--- config.mk ---
export PLATFORM = sky130hd
export DESIGN_NAME = agc_timepulse_gen
export DESIGN_NICKNAME = d
export VERILOG_FILES = /design/src/rtl/agc_timepulse_gen.sv
export SDC_FILE = /design/constraint.sdc
export NUM_CORES = 1
export LEC_CHECK = 0
export CORE_ASPECT_RATIO = 1.1
export CORE_MARGIN = 8
export CORE_UTILIZATION = 52
export DETAILED_ROUTE_END_ITERATION = 8
export PLACE_DENSITY = 0.78
export SLEW_MARGIN = 20
export SYNTH_ARGS = -nofsm -noshare
export SYNTH_HDL_FRONTEND = slang
export SYNTH_SLANG_ARGS = --single-unit
export TNS_END_PERCENT = 10
--- constraint.sdc ---
create_clock -name SIM_CLK -period 3.2 [get_ports SIM_CLK]
set_input_delay 0.96 -clock SIM_CLK [delete_from_list [all_inputs] [get_ports SIM_CLK]]
set_output_delay 0.96 -clock SIM_CLK [all_outputs]
set_load 0.1 [all_outputs]
--- src/rtl/agc_timepulse_gen.sv ---
// rtl/agc_timepulse_gen.sv - AGC T01-T12 timepulse, phase strobe and MCT-end generator
// Single-step mode is compiled in only when AGC_TPGEN_STEP_EN is defined.
module agc_timepulse_gen #(
    parameter int unsigned DIV = 4
) (
    input  logic        SIM_CLK,
    input  logic        SIM_RST,
    input  logic        RUN,
    input  logic        STEP,
    output logic [11:0] T,
    output logic        PHS2,
    output logic        PHS4,
    output logic        MCT_END,
    output logic [15:0] MCT_CNT,
    output logic        BUSY
);
    typedef enum logic [1:0] {S_IDLE = 2'd0, S_RUN = 2'd1, S_STEP = 2'd2} state_t;

    localparam logic [7:0] DIV_LAST = 8'(DIV - 1);

    state_t      state_q, state_d;
    logic [7:0]  div_cnt_q, div_cnt_d;
    logic [2:0]  ph_q, ph_d;
    logic [3:0]  tp_q, tp_d;
    logic [15:0] mct_cnt_q, mct_cnt_d;
    logic [11:0] t_q, t_d;
    logic        phs2_q, phs2_d;
    logic        phs4_q, phs4_d;
    logic        mct_end_q, mct_end_d;
    logic        busy_q, busy_d;

    logic active, div_wrap, ph_wrap, mct_end;

    assign active   = (state_q != S_IDLE);
    assign div_wrap = (div_cnt_q == DIV_LAST);
    assign ph_wrap  = div_wrap && (ph_q == 3'd4);
    assign mct_end  = active && ph_wrap && (tp_q == 4'd12);

`ifdef AGC_TPGEN_STEP_EN
    // The edge itself is registered, giving STEP starts one cycle more latency than RUN.
    logic step_q, step_d, step_edge_q, step_edge_d;

    always_comb begin
        step_d      = STEP;
        step_edge_d = STEP & ~step_q;
    end

    always_ff @(posedge SIM_CLK or posedge SIM_RST) begin
        if (SIM_RST) begin
            step_q      <= 1'b0;
            step_edge_q <= 1'b0;
        end else begin
            step_q      <= step_d;
            step_edge_q <= step_edge_d;
        end
    end
`else
    logic unused_step;
    assign unused_step = STEP;
`endif

    always_ff @(posedge SIM_CLK or posedge SIM_RST) begin
        if (SIM_RST) begin
            state_q <= S_IDLE;
        end else begin
            state_q <= state_d;
        end
    end

    // An MCT in progress always runs to T12 phase 4 before RUN/STEP is re-evaluated.
    always_comb begin
        state_d = state_q;
        case (state_q)
            S_IDLE: begin
                if (RUN) begin
                    state_d = S_RUN;
                end
`ifdef AGC_TPGEN_STEP_EN
                else if (step_edge_q) begin
                    state_d = S_STEP;
                end
`endif
            end
            S_RUN: begin
                if (mct_end && !RUN) begin
                    state_d = S_IDLE;
                end
            end
`ifdef AGC_TPGEN_STEP_EN
            S_STEP: begin
                if (mct_end) begin
                    state_d = RUN ? S_RUN : S_IDLE;
                end
            end
`endif
            default: state_d = S_IDLE;
        endcase
    end

    always_comb begin
        div_cnt_d = 8'd0;
        ph_d      = 3'd1;
        tp_d      = 4'd1;
        mct_cnt_d = mct_cnt_q + {15'd0, mct_end};
        if (active) begin
            div_cnt_d = div_wrap ? 8'd0 : div_cnt_q + 8'd1;
            ph_d      = ph_q;
            tp_d      = tp_q;
            if (div_wrap) begin
                ph_d = (ph_q == 3'd4) ? 3'd1 : ph_q + 3'd1;
            end
            if (ph_wrap) begin
                tp_d = (tp_q == 4'd12) ? 4'd1 : tp_q + 4'd1;
            end
        end
    end

    always_comb begin
        t_d       = active ? (12'd1 << (tp_q - 4'd1)) : 12'd0;
        phs2_d    = active && (ph_q == 3'd2);
        phs4_d    = active && (ph_q == 3'd4);
        mct_end_d = mct_end;
        busy_d    = active;
    end

    always_ff @(posedge SIM_CLK or posedge SIM_RST) begin
        if (SIM_RST) begin
            div_cnt_q <= 8'd0;
            ph_q      <= 3'd1;
            tp_q      <= 4'd1;
            mct_cnt_q <= 16'd0;
            t_q       <= 12'd0;
            phs2_q    <= 1'b0;
            phs4_q    <= 1'b0;
            mct_end_q <= 1'b0;
            busy_q    <= 1'b0;
        end else begin
            div_cnt_q <= div_cnt_d;
            ph_q      <= ph_d;
            tp_q      <= tp_d;
            mct_cnt_q <= mct_cnt_d;
            t_q       <= t_d;
            phs2_q    <= phs2_d;
            phs4_q    <= phs4_d;
            mct_end_q <= mct_end_d;
            busy_q    <= busy_d;
        end
    end

    assign T       = t_q;
    assign PHS2    = phs2_q;
    assign PHS4    = phs4_q;
    assign MCT_END = mct_end_q;
    assign MCT_CNT = mct_cnt_q;
    assign BUSY    = busy_q;
endmodule

Yosys cells after proc, flatten, opt, wreduce, memory -nomap -nowiden
Index checks and enable logic that the tools add are counted.
- add/sub/neg operators: 5
- shifts and indexed selects: 1
- equality and inequality tests: 9
- muxes and demuxes: 12
- reductions and logical operators: 10
- operator list (kind ; count):
    $add 16x1->16 ; 1
    $mux 8 ; 2
    $mux 12 ; 1
    $mux 4 ; 3
    $shl 1x4->12 const A ; 1
    $mux 3 ; 3
    $add 8x1->8 const B ; 1
    $eq 8x2->1 const B ; 1
    $logic_and 1x1->1 ; 6
    $add 4x1->4 const B ; 1
    $eq 4x4->1 const B ; 1
    $mux 2 ; 2
    $ne 2x1->1 const B ; 2
    $ne 2x2->1 const B ; 2
    $pmux 2 s2 ; 1
    $sub 4x1->4 const B ; 1
    $add 3x1->3 const B ; 1
    $eq 3x2->1 const B ; 1
    $eq 3x3->1 const B ; 1
    $eq 2x1->1 const B ; 1
    $logic_not 2->1 ; 1
    $reduce_and 2->1 ; 1
    $reduce_bool 2->1 ; 1
    $logic_not 1->1 ; 1
- word-level logic and storage cells: 47
- flip-flop bits (word level): 49
- input bits: 4

Longest topological paths before layout
- depth after elaboration: 7
- mapped depth: 9
- mapped depth without buffers: 9

Least setup slack after synthesis
No wires, ideal clock.
- kind: reg-to-reg
- from: register div_cnt_q[0]
- to: register mct_cnt_q[12] (netlist: MCT_CNT[12])
- clock period less this slack: 2.406 ns
- slack: 0.794 ns
- path buffers: 0
- cell stages (with the launch flop): 10
- setup time: 0.158 ns
- arrival: 2.247 ns
- path through: dfrtp_1 > ha_1 > nor3b_2 > nand4_4 > nor3_1 > ha_1 > ha_1 > and2_1 > nand4_1 > xnor2_1
- longest elaborated chain between the ends: 5
- RTL lines (what ; line ; text):
    start: declaration ; 22 ; logic [7:0] div_cnt_q, div_cnt_d;
    start signal: assignment ; 138 ; div_cnt_q <= div_cnt_d;
    $eq 8x2->1 ; 35 ; assign div_wrap = (div_cnt_q == DIV_LAST);
    $logic_and 1x1->1 ; 36 ; assign ph_wrap = div_wrap && (ph_q == 3'd4);
    $logic_and 1x1->1 (2 in a row) ; 37 ; assign mct_end = active && ph_wrap && (tp_q == 4'd12);
    named net mct_end ; 32 ; logic active, div_wrap, ph_wrap, mct_end;
    $add 16x1->16 ; 104 ; mct_cnt_d = mct_cnt_q + {15'd0, mct_end};
    named net mct_cnt_d[12] ; 25 ; logic [15:0] mct_cnt_q, mct_cnt_d;
    end signal: assignment ; 141 ; mct_cnt_q <= mct_cnt_d;
    end: declaration ; 25 ;
The timed path passes the listed nets, and every way through them passes these cells.
A chain may end at the register's enable or synchronous reset.

Worst setup path in the final report
Same ends and word-level chain as after synthesis.

==> results by group <==
Synth
  • Yosys warns: 0
  • Top cells by area, synth: dfrtp_1 54%, ha_1 7.6%, nor2_1 4.6%, xnor2_1 4.1%, xor2_1 4.1%
  • Post-Syn Area: 2128 um^2
  • Post-Synthesis Cells: 194
  • Post-synthesis cell type count: 30
  • Post-synth top area share: 54.09%
  • Yosys reg bits: 48
  • Seq/Total Area, Yosys: 56.55%
  • Syn Nets: 211
  • Synth area leader: dfrtp_1
  • Syn avg cell area: 10.97 um^2

Run
  • Max Cap Viol: 0

Hold path
  • Hold Path Class: flop to flop
  • Hold_sp: MCT_CNT[15]
  • Hold depth: 1

Setup path
  • WP data required: 3390 ps
  • Worst Setup End Kind: flop
  • CP max FO: 9
  • CP dominant cell by count: ha_1
  • Cells on worst reg2reg path: 9
  • Cell Chain, Critical Path: ha_1 -> nor3b_2 -> nand4_4 -> nor3_1 -> ha_1 -> ha_1 -> and2_1 -> nand4_1 -> xnor2_1
  • RR Startpoint: div_cnt_q[0]
  • Slowest-stage cell, CP: dfrtp_1
  • Slowest stage delay, CP: 430 ps
  • CP Depth: 9
  • Worst path bufs/invs: 0
  • Worst setup path start: div_cnt_q[0]
  • Critical path class: flop to flop
  • CP top delay family: simple AND/OR/NAND/NOR gates
  • Critical Path AT: 2860 ps
  • Startpoint Class: flop

Floorplan
  • Core ar.: 3964 um^2
  • DIE WIDTH: 77 um
  • Die area: 6399 um^2
  • Starting Density: 53.69%
  • Chip Height: 83.10 um
  • Num ports: 36
  • Core Rows: 24

CTS
  • Post CTS Setup Buffer Count: 0
  • Clock Latency Late Sink: 300 ps
  • PostCTS Resize Cnt: 0
  • H-tree levels: 2
  • Clock tree buffer depth: 2
  • TritonCTS clock tree: built
  • Hold_buf cts: 0
  • Sink Count: 48
  • Root buf cell: clkbuf_8
  • Num CTS Buffers: 5
  • Clock slew at reported path FFs: 80 ps

Final layout
  • Syn-to-layout area delta: 21.05%
  • Register area: 1204 um^2
  • # fillers: 332
  • Nets: 250
  • ANT cells: 0
  • Most common cell after layout, fill and taps aside: dfrtp_1
  • Ratio of cells with drive above 1 in the final layout: 20.51%
  • Most frequent cells in the layout: 46 x dfrtp_1, 33 x buf_4, 26 x nor2_1
  • Area of the multi-input gates: 890.9 um^2

Placement
  • Port bufs: 34
  • DPL Wire Length: 2690 um
  • GP Congestion: 0.7283

Route
  • DR vias/cell: 5.126
  • Routed length per instance: 12.98 um
  • Metal2 WL: 1782 um
  • Met1 wire length: 1634 um
  • Metal3 WL: 242 um
  • Final WL: 3711 um
  • Detail Route Antenna Nets: 0
  • Top Metal Used: met4
  • DRT Pass-1 Iters: 4
  • Post-route DRC: 0
  • Vias: 1,466
  • Drt initial violations: 47

Timing
  • RSZ-0062 raised after global routing: no
  • Slew margin rel.: 61.81%
  • Period utilization: 83.39%
  • Worst-Margin Slew: 572.8 ps
  • Slew Viols, Final: 0
  • Setup TNS: 0 ps
  • Final Hold Viols: 0
  • Worst Skew: 5.256 ps
  • Min Tclk post-route: 2668 ps
  • Max Clk Rate: 374.8 MHz
  • Min Hold Slack: 502.3 ps
  • Final setup viols: 0

Power
  • P_leak: 0.001290 uW
  • VDD IR max: 0.2522 mV
  • Cell Pwr Density: 421.1 nW/um^2

Global routing
  • Number of global-route vias before repair: 1,396
  • Antenna violations before repair: 0
  • Largest net degree at the start of global routing: 49
  • Grt total ovfl: 0
  • All-layer global routing usage: 12.37%
  • Global-route wire length before repair: 6513 um

Run status
  • Status: finished, final reports clean
## logic make-up (layout without fill, tap and decap cells)
logic type | Yosys count | after routing | share of synthesized area, %
flip-flops | 48 | 48 | 56.55
XOR/XNOR | 20 | 20 | 8.230
buffers and inverters | 9 | 49 | 1.587
multiplexers | 2 | 2 | 0.9994
AND/OR/NAND/NOR | 82 | 82 | 19.87
AO/OA/AOI/OAI | 20 | 20 | 5.114
adder cells (fa/ha/maj) | 13 | 13 | 7.643
## layout make-up
type	instances	area share, %
clock buffer	7	3.740
clock inverter	1	1.166
inverter	6	0.8742
multi-input combinational	137	34.58
sequential	48	46.72
tap	52	2.525
timing repair buffer	35	10.39
## per-stage QoR
stage,instance area (um^2),setup slack (ps),utilization (%),power [uW],cells
6_report,2576,531.7,64.99,1085,286
5_1_grt,2576,233.8,64.99,1129,286
4_1_cts,2576,479.5,64.99,1107,286
3_5_place_dp,2450,500.3,61.81,633.5,278
3_3_place_gp,2450,536.9,61.81,633.4,278
2_1_floorplan,2128,794.4,-,627.1,194
## routing by layer
layer	track usage [%]	vias up
li1	-	730
met1	14.35	701
met2	19.64	31
met3	4.526	4
met4	6.186	0
met5	0	-
## power by group
group | internal (uW) | switching [uW]
logic | 3.20 | 11.2
registers | 606 | 0
clock network | 275 | 189
## state kept, by name (all words and copies together) (netlist names)
register and cells:
div_cnt_q 8, ph_q 3, T 12, PHS2 1
MCT_END 1, tp_q 4, MCT_CNT 16, PHS4 1
state_q 1, BUSY 1
## Yosys cell counts, drive strengths merged
cell     n
dfrtp   46
nor2    26
nand2   19
nand3   15
ha      13
o21ai   11
xnor2   10
xor2    10
inv      6
a21oi    5
nand4    5
and3     3
clkbuf   3
a31oi    2
and2     2
and4     2
dfstp    2
nand2b   2
nor3     2
nor4     2
or3      2
mux2     1
mux2i    1
nor3b    1
o21bai   1
o22a     1
or3b     1
## final timing paths
check,end,slack [ps]
setup / recovery,MCT_CNT[12],530
hold / removal,MCT_CNT[15],500
setup reg to reg,MCT_CNT[12],530
hold reg to reg,MCT_CNT[15],500
max in group asynchronous,div_cnt_q[5],1690
min in group asynchronous,MCT_CNT[15],1130
Note: power is estimated with default switching activity, not from simulation.
